**src/rtl/alu_pkg.sv**
```systemverilog
// Shared op-code, FSM state and decode helpers for the registered RV32 ALU
// with iterative multiply/divide.
package alu_pkg;

    localparam int OP_W = 5;

    typedef enum logic [OP_W-1:0] {
        OP_ADD    = 5'd0,
        OP_SUB    = 5'd1,
        OP_AND    = 5'd2,
        OP_OR     = 5'd3,
        OP_XOR    = 5'd4,
        OP_SLT    = 5'd5,
        OP_SLTU   = 5'd6,
        OP_SLL    = 5'd7,
        OP_SRL    = 5'd8,
        OP_SRA    = 5'd9,
        OP_MUL    = 5'd16,
        OP_MULH   = 5'd17,
        OP_MULHSU = 5'd18,
        OP_MULHU  = 5'd19,
        OP_DIV    = 5'd20,
        OP_DIVU   = 5'd21,
        OP_REM    = 5'd22,
        OP_REMU   = 5'd23
    } alu_op_e;

    typedef enum logic [1:0] {
        ST_IDLE,
        ST_MUL,
        ST_DIV
    } state_e;

    // Codes 16..23 form the RV32M group
    function automatic logic is_multicycle(input logic [OP_W-1:0] op);
        return op[4] && !op[3];
    endfunction

    function automatic logic is_div(input logic [OP_W-1:0] op);
        return is_multicycle(op) && op[2];
    endfunction

endpackage

```
**src/rtl/muldiv_iter.sv**
```systemverilog
// One-bit-per-cycle shift-add multiplier and restoring divider working on
// operand magnitudes, with the sign fix applied to the final step's value.
module muldiv_iter
    import alu_pkg::*;
#(
    parameter int DATA_WIDTH = 32
) (
    input  logic                  clk,
    input  logic                  rst_n,
    input  logic                  flush,
    input  logic                  start,
    input  logic [OP_W-1:0]       op,
    input  logic [DATA_WIDTH-1:0] op1,
    input  logic [DATA_WIDTH-1:0] op2,
    output logic                  busy,
    output logic                  done,
    output logic [DATA_WIDTH-1:0] result
);

    localparam int N     = DATA_WIDTH;
    localparam int CNT_W = $clog2(DATA_WIDTH);

    state_e             state_q, state_d;
    logic [CNT_W-1:0]   cnt_q, cnt_d;
    logic [N-1:0]       hi_q, hi_d, lo_q, lo_d, opnd_q, opnd_d;
    logic               neg_q, neg_d, neg_r_q, neg_r_d, sel_q, sel_d;

    logic               s1, s2;
    logic [N-1:0]       mag1, mag2;
    logic [N:0]         mul_sum;
    logic [N-1:0]       mul_hi_n, mul_lo_n;
    logic [N:0]         rem_sh;
    logic [N-1:0]       rem_diff;
    logic               ge;
    logic [N-1:0]       div_r_n, div_q_n;
    logic [2*N-1:0]     prod, prod_fix;
    logic [N-1:0]       quot_fix, rem_fix;

    always_comb begin
        s1   = op1[N-1] && (op == OP_MULH || op == OP_MULHSU || op == OP_DIV || op == OP_REM);
        s2   = op2[N-1] && (op == OP_MULH || op == OP_DIV || op == OP_REM);
        mag1 = s1 ? -op1 : op1;
        mag2 = s2 ? -op2 : op2;

        // Multiply: hi accumulates, lo shifts the multiplier out and the product in
        mul_sum  = {1'b0, hi_q} + (lo_q[0] ? {1'b0, opnd_q} : '0);
        mul_hi_n = mul_sum[N:1];
        mul_lo_n = {mul_sum[0], lo_q[N-1:1]};

        // Divide: hi is the partial remainder, lo shifts dividend out and quotient in
        rem_sh   = {hi_q, lo_q[N-1]};
        rem_diff = rem_sh[N-1:0] - opnd_q;
        ge       = rem_sh >= {1'b0, opnd_q};
        div_r_n  = ge ? rem_diff : rem_sh[N-1:0];
        div_q_n  = {lo_q[N-2:0], ge};

        prod     = {mul_hi_n, mul_lo_n};
        prod_fix = neg_q ? -prod : prod;
        quot_fix = neg_q ? -div_q_n : div_q_n;
        rem_fix  = neg_r_q ? -div_r_n : div_r_n;
    end

    always_comb begin
        state_d = state_q;
        cnt_d   = cnt_q;
        hi_d    = hi_q;
        lo_d    = lo_q;
        opnd_d  = opnd_q;
        neg_d   = neg_q;
        neg_r_d = neg_r_q;
        sel_d   = sel_q;
        if (flush) begin
            state_d = ST_IDLE;
            cnt_d   = '0;
        end else begin
            case (state_q)
                ST_IDLE: begin
                    if (start) begin
                        cnt_d = CNT_W'(N - 1);
                        hi_d  = '0;
                        neg_d = s1 ^ s2;
                        if (op[2]) begin
                            state_d = ST_DIV;
                            lo_d    = mag1;
                            opnd_d  = mag2;
                            neg_r_d = s1;
                            sel_d   = op[1];
                        end else begin
                            state_d = ST_MUL;
                            lo_d    = mag2;
                            opnd_d  = mag1;
                            neg_r_d = 1'b0;
                            sel_d   = (op[1:0] != 2'b00);
                        end
                    end
                end
                ST_MUL, ST_DIV: begin
                    hi_d = (state_q == ST_MUL) ? mul_hi_n : div_r_n;
                    lo_d = (state_q == ST_MUL) ? mul_lo_n : div_q_n;
                    if (cnt_q == '0) begin
                        state_d = ST_IDLE;
                    end else begin
                        cnt_d = cnt_q - CNT_W'(1);
                    end
                end
                default: state_d = ST_IDLE;
            endcase
        end
    end

    always_ff @(posedge clk or negedge rst_n) begin
        if (!rst_n) begin
            state_q <= ST_IDLE;
            cnt_q   <= '0;
            hi_q    <= '0;
            lo_q    <= '0;
            opnd_q  <= '0;
            neg_q   <= 1'b0;
            neg_r_q <= 1'b0;
            sel_q   <= 1'b0;
        end else begin
            state_q <= state_d;
            cnt_q   <= cnt_d;
            hi_q    <= hi_d;
            lo_q    <= lo_d;
            opnd_q  <= opnd_d;
            neg_q   <= neg_d;
            neg_r_q <= neg_r_d;
            sel_q   <= sel_d;
        end
    end

    assign busy   = (state_q != ST_IDLE);
    assign done   = busy && (cnt_q == '0) && !flush;
    assign result = (state_q == ST_MUL) ? (sel_q ? prod_fix[2*N-1:N] : prod_fix[N-1:0])
                                        : (sel_q ? rem_fix : quot_fix);

endmodule

```
**src/rtl/alu_muldiv.sv**
```systemverilog
// Registered RV32 ALU with valid/ready handshake: single-cycle logic/arith ops
// plus an iterative RV32M unit, with result flags for the branch unit.
module alu_muldiv
    import alu_pkg::*;
#(
    parameter int DATA_WIDTH = 32,
    parameter int CTRL_WIDTH = 5
) (
    input  logic                  clk,
    input  logic                  rst_n,
    input  logic                  flush,
    input  logic                  in_valid,
    output logic                  in_ready,
    input  logic [DATA_WIDTH-1:0] op1,
    input  logic [DATA_WIDTH-1:0] op2,
    input  logic [CTRL_WIDTH-1:0] ctrl,
    output logic                  out_valid,
    input  logic                  out_ready,
    output logic [DATA_WIDTH-1:0] result,
    output logic                  zero,
    output logic                  lt,
    output logic                  ltu
);

    localparam int N    = DATA_WIDTH;
    localparam int SH_W = $clog2(DATA_WIDTH);
    localparam logic [N-1:0] MIN_NEG = {1'b1, {(N-1){1'b0}}};

    logic [OP_W-1:0] op;
    logic [SH_W-1:0] shamt;
    logic [N-1:0]    alu_res, iter_res;
    logic            lt_now, ltu_now, div_zero, div_ovf, special;
    logic            accept, out_fire, start, busy, done;

    logic            out_valid_q, out_valid_d;
    logic [N-1:0]    result_q, result_d;
    logic            zero_q, zero_d, lt_q, lt_d, ltu_q, ltu_d;
    logic            lt_pend_q, lt_pend_d, ltu_pend_q, ltu_pend_d;

    muldiv_iter #(.DATA_WIDTH(DATA_WIDTH)) u_iter (
        .clk    (clk),
        .rst_n  (rst_n),
        .flush  (flush),
        .start  (start),
        .op     (op),
        .op1    (op1),
        .op2    (op2),
        .busy   (busy),
        .done   (done),
        .result (iter_res)
    );

    assign in_ready = !busy && (!out_valid_q || out_ready) && !flush;
    assign accept   = in_valid && in_ready;
    assign out_fire = out_valid_q && out_ready;

    always_comb begin
        // Codes wider than the enum fall into the unlisted (pass op1) bucket
        op       = ((ctrl >> OP_W) == '0) ? ctrl[OP_W-1:0] : '1;
        shamt    = op2[SH_W-1:0];
        lt_now   = $signed(op1) < $signed(op2);
        ltu_now  = op1 < op2;
        div_zero = (op2 == '0);
        div_ovf  = (op1 == MIN_NEG) && (op2 == '1) && (op == OP_DIV || op == OP_REM);
        special  = is_div(op) && (div_zero || div_ovf);
        start    = accept && is_multicycle(op) && !special;

        case (op)
            OP_ADD:           alu_res = op1 + op2;
            OP_SUB:           alu_res = op1 - op2;
            OP_AND:           alu_res = op1 & op2;
            OP_OR:            alu_res = op1 | op2;
            OP_XOR:           alu_res = op1 ^ op2;
            OP_SLT:           alu_res = N'(lt_now);
            OP_SLTU:          alu_res = N'(ltu_now);
            OP_SLL:           alu_res = op1 << shamt;
            OP_SRL:           alu_res = op1 >> shamt;
            OP_SRA:           alu_res = $unsigned($signed(op1) >>> shamt);
            // Only reached for divide-by-zero or signed overflow
            OP_DIV, OP_DIVU:  alu_res = div_zero ? '1 : op1;
            OP_REM, OP_REMU:  alu_res = div_zero ? op1 : '0;
            default:          alu_res = op1;
        endcase
    end

    always_comb begin
        out_valid_d = out_valid_q;
        result_d    = result_q;
        zero_d      = zero_q;
        lt_d        = lt_q;
        ltu_d       = ltu_q;
        lt_pend_d   = lt_pend_q;
        ltu_pend_d  = ltu_pend_q;
        if (flush) begin
            out_valid_d = 1'b0;
        end else if (done) begin
            out_valid_d = 1'b1;
            result_d    = iter_res;
            zero_d      = (iter_res == '0);
            lt_d        = lt_pend_q;
            ltu_d       = ltu_pend_q;
        end else if (accept && !start) begin
            out_valid_d = 1'b1;
            result_d    = alu_res;
            zero_d      = (alu_res == '0);
            lt_d        = lt_now;
            ltu_d       = ltu_now;
        end else begin
            if (out_fire) begin
                out_valid_d = 1'b0;
            end
            // Flags compare the operands as captured, not the iterated magnitudes
            if (start) begin
                lt_pend_d  = lt_now;
                ltu_pend_d = ltu_now;
            end
        end
    end

    always_ff @(posedge clk or negedge rst_n) begin
        if (!rst_n) begin
            out_valid_q <= 1'b0;
            result_q    <= '0;
            zero_q      <= 1'b0;
            lt_q        <= 1'b0;
            ltu_q       <= 1'b0;
            lt_pend_q   <= 1'b0;
            ltu_pend_q  <= 1'b0;
        end else begin
            out_valid_q <= out_valid_d;
            result_q    <= result_d;
            zero_q      <= zero_d;
            lt_q        <= lt_d;
            ltu_q       <= ltu_d;
            lt_pend_q   <= lt_pend_d;
            ltu_pend_q  <= ltu_pend_d;
        end
    end

    assign out_valid = out_valid_q;
    assign result    = result_q;
    assign zero      = zero_q;
    assign lt        = lt_q;
    assign ltu       = ltu_q;

endmodule

```
**config.mk**
```make
export PLATFORM = sky130hd
export DESIGN_NAME = alu_muldiv
export DESIGN_NICKNAME = d
export VERILOG_FILES = /design/src/rtl/alu_pkg.sv /design/src/rtl/muldiv_iter.sv /design/src/rtl/alu_muldiv.sv
export SDC_FILE = /design/constraint.sdc
export NUM_CORES = 1
export LEC_CHECK = 0
export ABC_AREA = 0
export CAP_MARGIN = 20
export CORE_MARGIN = 3
export CORE_UTILIZATION = 50
export DETAILED_ROUTE_END_ITERATION = 10
export HOLD_SLACK_MARGIN = 0.05
export PLACE_DENSITY = 0.71
export SKIP_LAST_GASP = 1
export SLEW_MARGIN = 20
export SYNTH_ARGS = -nofsm -noshare
export SYNTH_HDL_FRONTEND = slang
export SYNTH_SLANG_ARGS = --single-unit
```
**constraint.sdc**
```tcl
create_clock -name clk -period 10.45 [get_ports clk]
set_clock_uncertainty 0.15 [all_clocks]
set_input_delay 2.09 -clock clk [delete_from_list [all_inputs] [get_ports clk]]
set_output_delay 2.09 -clock clk [all_outputs]
set_load 0.01 [all_outputs]
```
# == After elaboration in Yosys (flattened, before gate mapping) ==
# Cells that the tools add are included.
# word_totals
ram_bits,0
memories,0
latchBits,0
mem_bits_ro,0
reg_bits,144
out_inout_bits,37
in_bits,74
# op_classes
mul,0
n_lt_le_gt_ge,3
div,0
n_mux,44
n_shift,3
n_eq_ne,23
bitwise_logic,7
add_sub_neg,10
n_reduce_logical,51
# ops
op,count
2-to-1 mux 32 bit,19
case mux 32 bit (12 select lines),1
negation 32 bit,4
case mux 32 bit (2 select lines),2
logical NOT 32 bit,3
== test 32 bit (second input constant),2
< comparator 32 bit,2
2-to-1 mux 64 bit,1
negation 64 bit,1
subtractor 32 bit,2
adder 32 x 33 -> 33 bit,1
greater-or-equal comparator 33 x 32 -> 1 bit,1
adder 32 bit,1
bitwise AND 32 bit,1
bitwise OR 32 bit,1
left shift 32 x 5 -> 32 bit,1
right shift 32 x 5 -> 32 bit,1
>>> shifter 32 x 5 -> 32 bit,1
bitwise XOR 32 bit,1
== test 5 bit (second input constant),6
== test 5 x 3 -> 1 bit (second input constant),4
logical AND 1 bit,16
2-to-1 mux 5 bit,3
2-to-1 mux 1 bit,12
other kinds (25),54

# == Logic depth before layout (Yosys ltp) ==
# depth
ltp_word,12
ltp_mapped,27

# == Modules after synthesis ==
# From an unflattened synthesis, not the netlist that was laid out.
# unflattened
cells_unflattened,3939
hier_area_um2,28035.6
# modules_own_cells
module,n_inst,seq_area_each_um2,area_per_inst_um2,cells_each
muldiv_iter,1,2652.5,15214.6,2161
alu_muldiv,1,950.9,12821.0,1778

# == Least setup slack after synthesis ==
# OpenSTA, ideal clock, no wires.
# synth_path
path_kind,input to register
from,input op2[3]
to,register zero_q (netlist: zero)
t_required_ns,10.208
setup_slack_ns,3.493
t_arrival_ns,6.715
cell_stages,18
path_buffers,4
setup_time_ns,0.092
cell_sequence,clkbuf_1 -> inv_2 -> buf_1 -> buf_1 -> clkbuf_1 -> ha_1 -> o21ai_0 -> o21ai_0 -> a21oi_1 -> a211oi_1 -> o41ai_1 -> o31ai_1 -> a2111oi_0 -> a22oi_1 -> a211oi_1 -> nor4b_1 -> a41oi_1 -> o31ai_2
# synth_via
elab_chain_len,11
elab_cells_between_ends,28
classes_between,add/sub (2); order compare (2); eq/ne (1); shift (3); mux (5); bitwise (3); reduce/logical (12)
# synth_lines
item,line_no,rtl
"start, declared",alu_muldiv.sv:15,"input logic [DATA_WIDTH-1:0] op2,"
branches (longest 11 deep; another with subtractor 32 bit),-,
"end signal, assigned",alu_muldiv.sv:132,zero_q <= zero_d;
"end, declared",alu_muldiv.sv:37,"logic zero_q, zero_d, lt_q, lt_d, ltu_q, ltu_d;"
# Parallel ways; which one is timed is not known. The select of a mux whose other input is x is not followed.
# A chain may end at the register's enable or synchronous reset.

# == Worst setup path in the final report ==
# layout_path
from,input op1[7]
to,register zero_q (netlist: zero)
# layout_via
elab_chain_len,11
elab_cells_between_ends,27
classes_between,add/sub (2); order compare (2); eq/ne (1); shift (3); mux (5); bitwise (3); reduce/logical (11)
# layout_lines
item,line_no,rtl
"start, declared",alu_muldiv.sv:14,"input logic [DATA_WIDTH-1:0] op1,"
branches (longest 11 deep; another with subtractor 32 bit),-,
# Parallel ways; which one is timed is not known. The select of a mux whose other input is x is not followed.

==> qor.csv <==
stage,metric,value,unit
synthesis,yosysWarnings,0,
sta,setup_viol,0,
global_route,antenna_found_initial,0,
synthesis,synth.distinct_cells,100,
worst_setup_path,worst-endpoint-required,10660,ps
power,cell_internal_pwr,2010,uW
synthesis,postSynth.asyncResetShare,100,%
place,gp_congestion,1.11,
clock_network,insertion_delay,450,ps
detailed_routing,drt_wl_total,131000,um
sta,finalCritPeriodShare,75.3,%
synthesis,synth_top_area_share,13.2,%
worst_setup_path,cp-end-kind,flop,
power,p_seq_share,21.4,%
sta,max_slew_margin,16.2,%
detailed_routing,via_per_inst,7.20,
synthesis,synth.avg_cell_area,7.04,sq um
sta,slew_violations,0,
cells_and_area,area_growth,6.97,%
cells_and_area,fillCellCount,5305,
synthesis,syn_nets,4123,
worst_setup_path,worstSetupStartpointType,primary input,
worst_setup_path,worstPathArrival,8080,ps
sta,setup_tns,0,ps
worst_setup_path,critPathKind,in -> reg,
global_route,grtUsageTotal,44.1,%
place,portBuffers,110,
cells_and_area,drive_above_1_share,7.67,%
power,p_sw,2230,uW
power,vdd_ir_drop_max,0.0000912,V
detailed_routing,via_count,32183,
synthesis,post_synth_instance_area,27300,sq um
global_route,grt_first_pass_wirelength,191000,um
synthesis,synth_edf_count,0,
clock_network,hold_buffers,0,
cells_and_area,design_area,29200,sq um
detailed_routing,drc,0,
power,p_sw_share,52.7,%
clock_network,cts_setup_buffers,0,
global_route,overflow,0,
run,cap_violations,0,
place,dp_hpwl,99400,um
clock_network,cts_resized,0,
power,p_clk_share,14.5,%
sta,hold_violations,0,
clock_network,clock-sinks,144,
clock_network,cts.clk_slew.worst_paths,70,ps
sta,fmax,0.127,GHz
power,comb_power_share,64.1,%
power,p_per_area,145,nW/um^2
cells_and_area,nNetsFinal,4016,
floorplan,core,53300,sq um
sta,tightest_slew,1250,ps
cells_and_area,fin_util,54.7,%
detailed_routing,ant_nets,0,
clock_network,cts_buffers,17,
synthesis,netlist_top_cells_area,"dfrtp_1, ha_1, nand2_1",
power,leakagePower,0.0118,uW
min_path,hold_path_class,reg -> reg,
sta,final.min_clock_period,7870,ps
floorplan,rows,84,
synthesis,netlist_instances,3874,
floorplan,die_w,240,um
synthesis,synth-seq-cells,144,
floorplan,io_pins,111,
floorplan,dieArea,57400,sq um
clock_network,cts_tree,built,
detailed_routing,drt_pass1_iterations,6,
outcome,status,finished clean,
synthesis,ys.flop_type,dfrtp_1,
global_route,grt_pass1_vias,29498,
clock_network,htreeDepth,4,
synthesis,yosys.area.top_type,dfrtp_1,
worst_setup_path,path_max_fanout,14,
floorplan,fp.dieH,240,um
floorplan,initial_core_util,51.2,%
synthesis,ys_seq_area_share,13.2,%
clock_network,clockBufferDepth,2,
sta,rsz0062_at_grt,false,
clock_network,cts-root-buf,clkbuf_16,
place,placedInstanceArea,28600,sq um
detailed_routing,post_drt_wl_per_cell,29.3,um
detailed_routing,drtIter0Drc,4647,
global_route,grt_max_degree,91,
[metrics by stage]
stage                     worst slack (ps)  cells  total power (uW)  hold slack [ps]
final                                 2580   4469              4240              335
after global routing                  2330   4467              4450              352
after global placement                2580   4436              3490              312
after detailed placement              2500   4436              3500              322
after CTS                             2940   4467              4120              338
after floorplan                       3490   3874              2640              299
[synth_stat cells (61+ instances only)]
library cell  count
nand2_1         464
nor2_1          367
o21ai_0         302
a21oi_1         262
clkbuf_1        244
ha_1            171
inv_1           169
dfrtp_1         144
xnor2_1         141
nor3_1          105
nand3_1         102
a211oi_1        101
mux2i_1          67
xor2_1           66
o211ai_1         61
o31ai_1          61
[path summary, 6_finish.rpt]
check | end | slack, ps | startpoint | cells after the start
worst max-delay path | zero$_DFFE_PN0P_ | 2580 | op1[7] | 15
worst min-delay path | u_iter.opnd_q[14]$_DFFE_PN0P_ | 330 | u_iter.opnd_q[14]$_DFFE_PN0P_ | 2
worst max register to register | zero$_DFFE_PN0P_ | 2950 | u_iter.opnd_q[26]$_DFFE_PN0P_ | 22
worst min register to register | u_iter.opnd_q[14]$_DFFE_PN0P_ | 330 | u_iter.opnd_q[14]$_DFFE_PN0P_ | 2
max in group asynchronous | u_iter.neg_q$_DFFE_PN0P_ | 7100 | rst_n | 2
min in group asynchronous | u_iter.hi_q[31]$_DFFE_PN0P_ | 1570 | rst_n | 1
[cells by family after synthesis]
logic type | count (synthesis) | synth area share, %
multiplexers | 174 | 9.07
AO/OA/AOI/OAI | 1301 | 32.2
AND/OR/NAND/NOR | 1388 | 23.9
adder cells (fa/ha/maj) | 175 | 8.14
XOR/XNOR | 207 | 6.65
buffers and inverters | 485 | 6.90
flip-flops | 144 | 13.2
[layer usage]
layer  track usage, %  wire length (um)  share of wire [%]  up-vias
met3             9.48             15100                 12      552
li1                 -                 -                  -    14243
met1             55.5             49200                 38    15037
met2             66.7             55400                 42     2351
met5                0                 0                  0        -
met4             32.2             11300                8.6        0
[power by group through the flow]
stage | clock (uW) | combinational (uW) | sequential (uW)
3_5_place_dp | 0 | 2600 | 901
6_report | 616 | 2720 | 905
3_3_place_gp | 0 | 2590 | 901
2_1_floorplan | 0 | 1860 | 785
4_1_cts | 616 | 2610 | 893
5_1_grt | 641 | 2890 | 921
[sequential cells by signal (all words and copies together) (netlist names), 2 cells and up]
name / count
result: 32
u_iter.hi_q: 32
u_iter.opnd_q: 32
u_iter.state_q: 2
u_iter.lo_q: 32
u_iter.cnt_q: 5
[cell usage in the layout (no fill, tap or decap), types with 61 or more instances in the layout]
cell and count:
a211oi_1 101, a21oi_1 260, buf_4 73, clkdlybuf4s50_1 104, dfrtp_1 143, ha_1 169
inv_1 169, mux2i_1 67, nand2_1 464, nand3_1 101, nor2_1 361, nor3_1 103
o211ai_1 61, o21ai_0 302, o31ai_1 61, xnor2_1 141, xor2_1 66
[worst max-delay path: stages]
cell,delay [ps]
clkdlybuf4s50_1,950
inv_1,280
ha_1,490
a2111oi_0,370
o21ai_0,260
a21oi_1,540
a211oi_1,260
o41ai_1,980
o31ai_1,230
a2111oi_0,600
a22oi_1,170
a211oi_1,250
nor4b_1,290
a41oi_1,190
o31ai_2,110
[layout make-up]
class | count | area [sq um] | area share [%]
flip-flops and latches | 144 | 3600 | 12.4
clock buffers | 18 | 429 | 1.47
well taps | 688 | 861 | 2.95
inverters | 178 | 668 | 2.29
clock inverters | 13 | 126 | 0.433
diodes | 2 | 5.00 | 0.0172
multi-input cells | 3245 | 21900 | 74.9
repair buffers | 181 | 1620 | 5.54
Power figures use the tool's default switching activity.
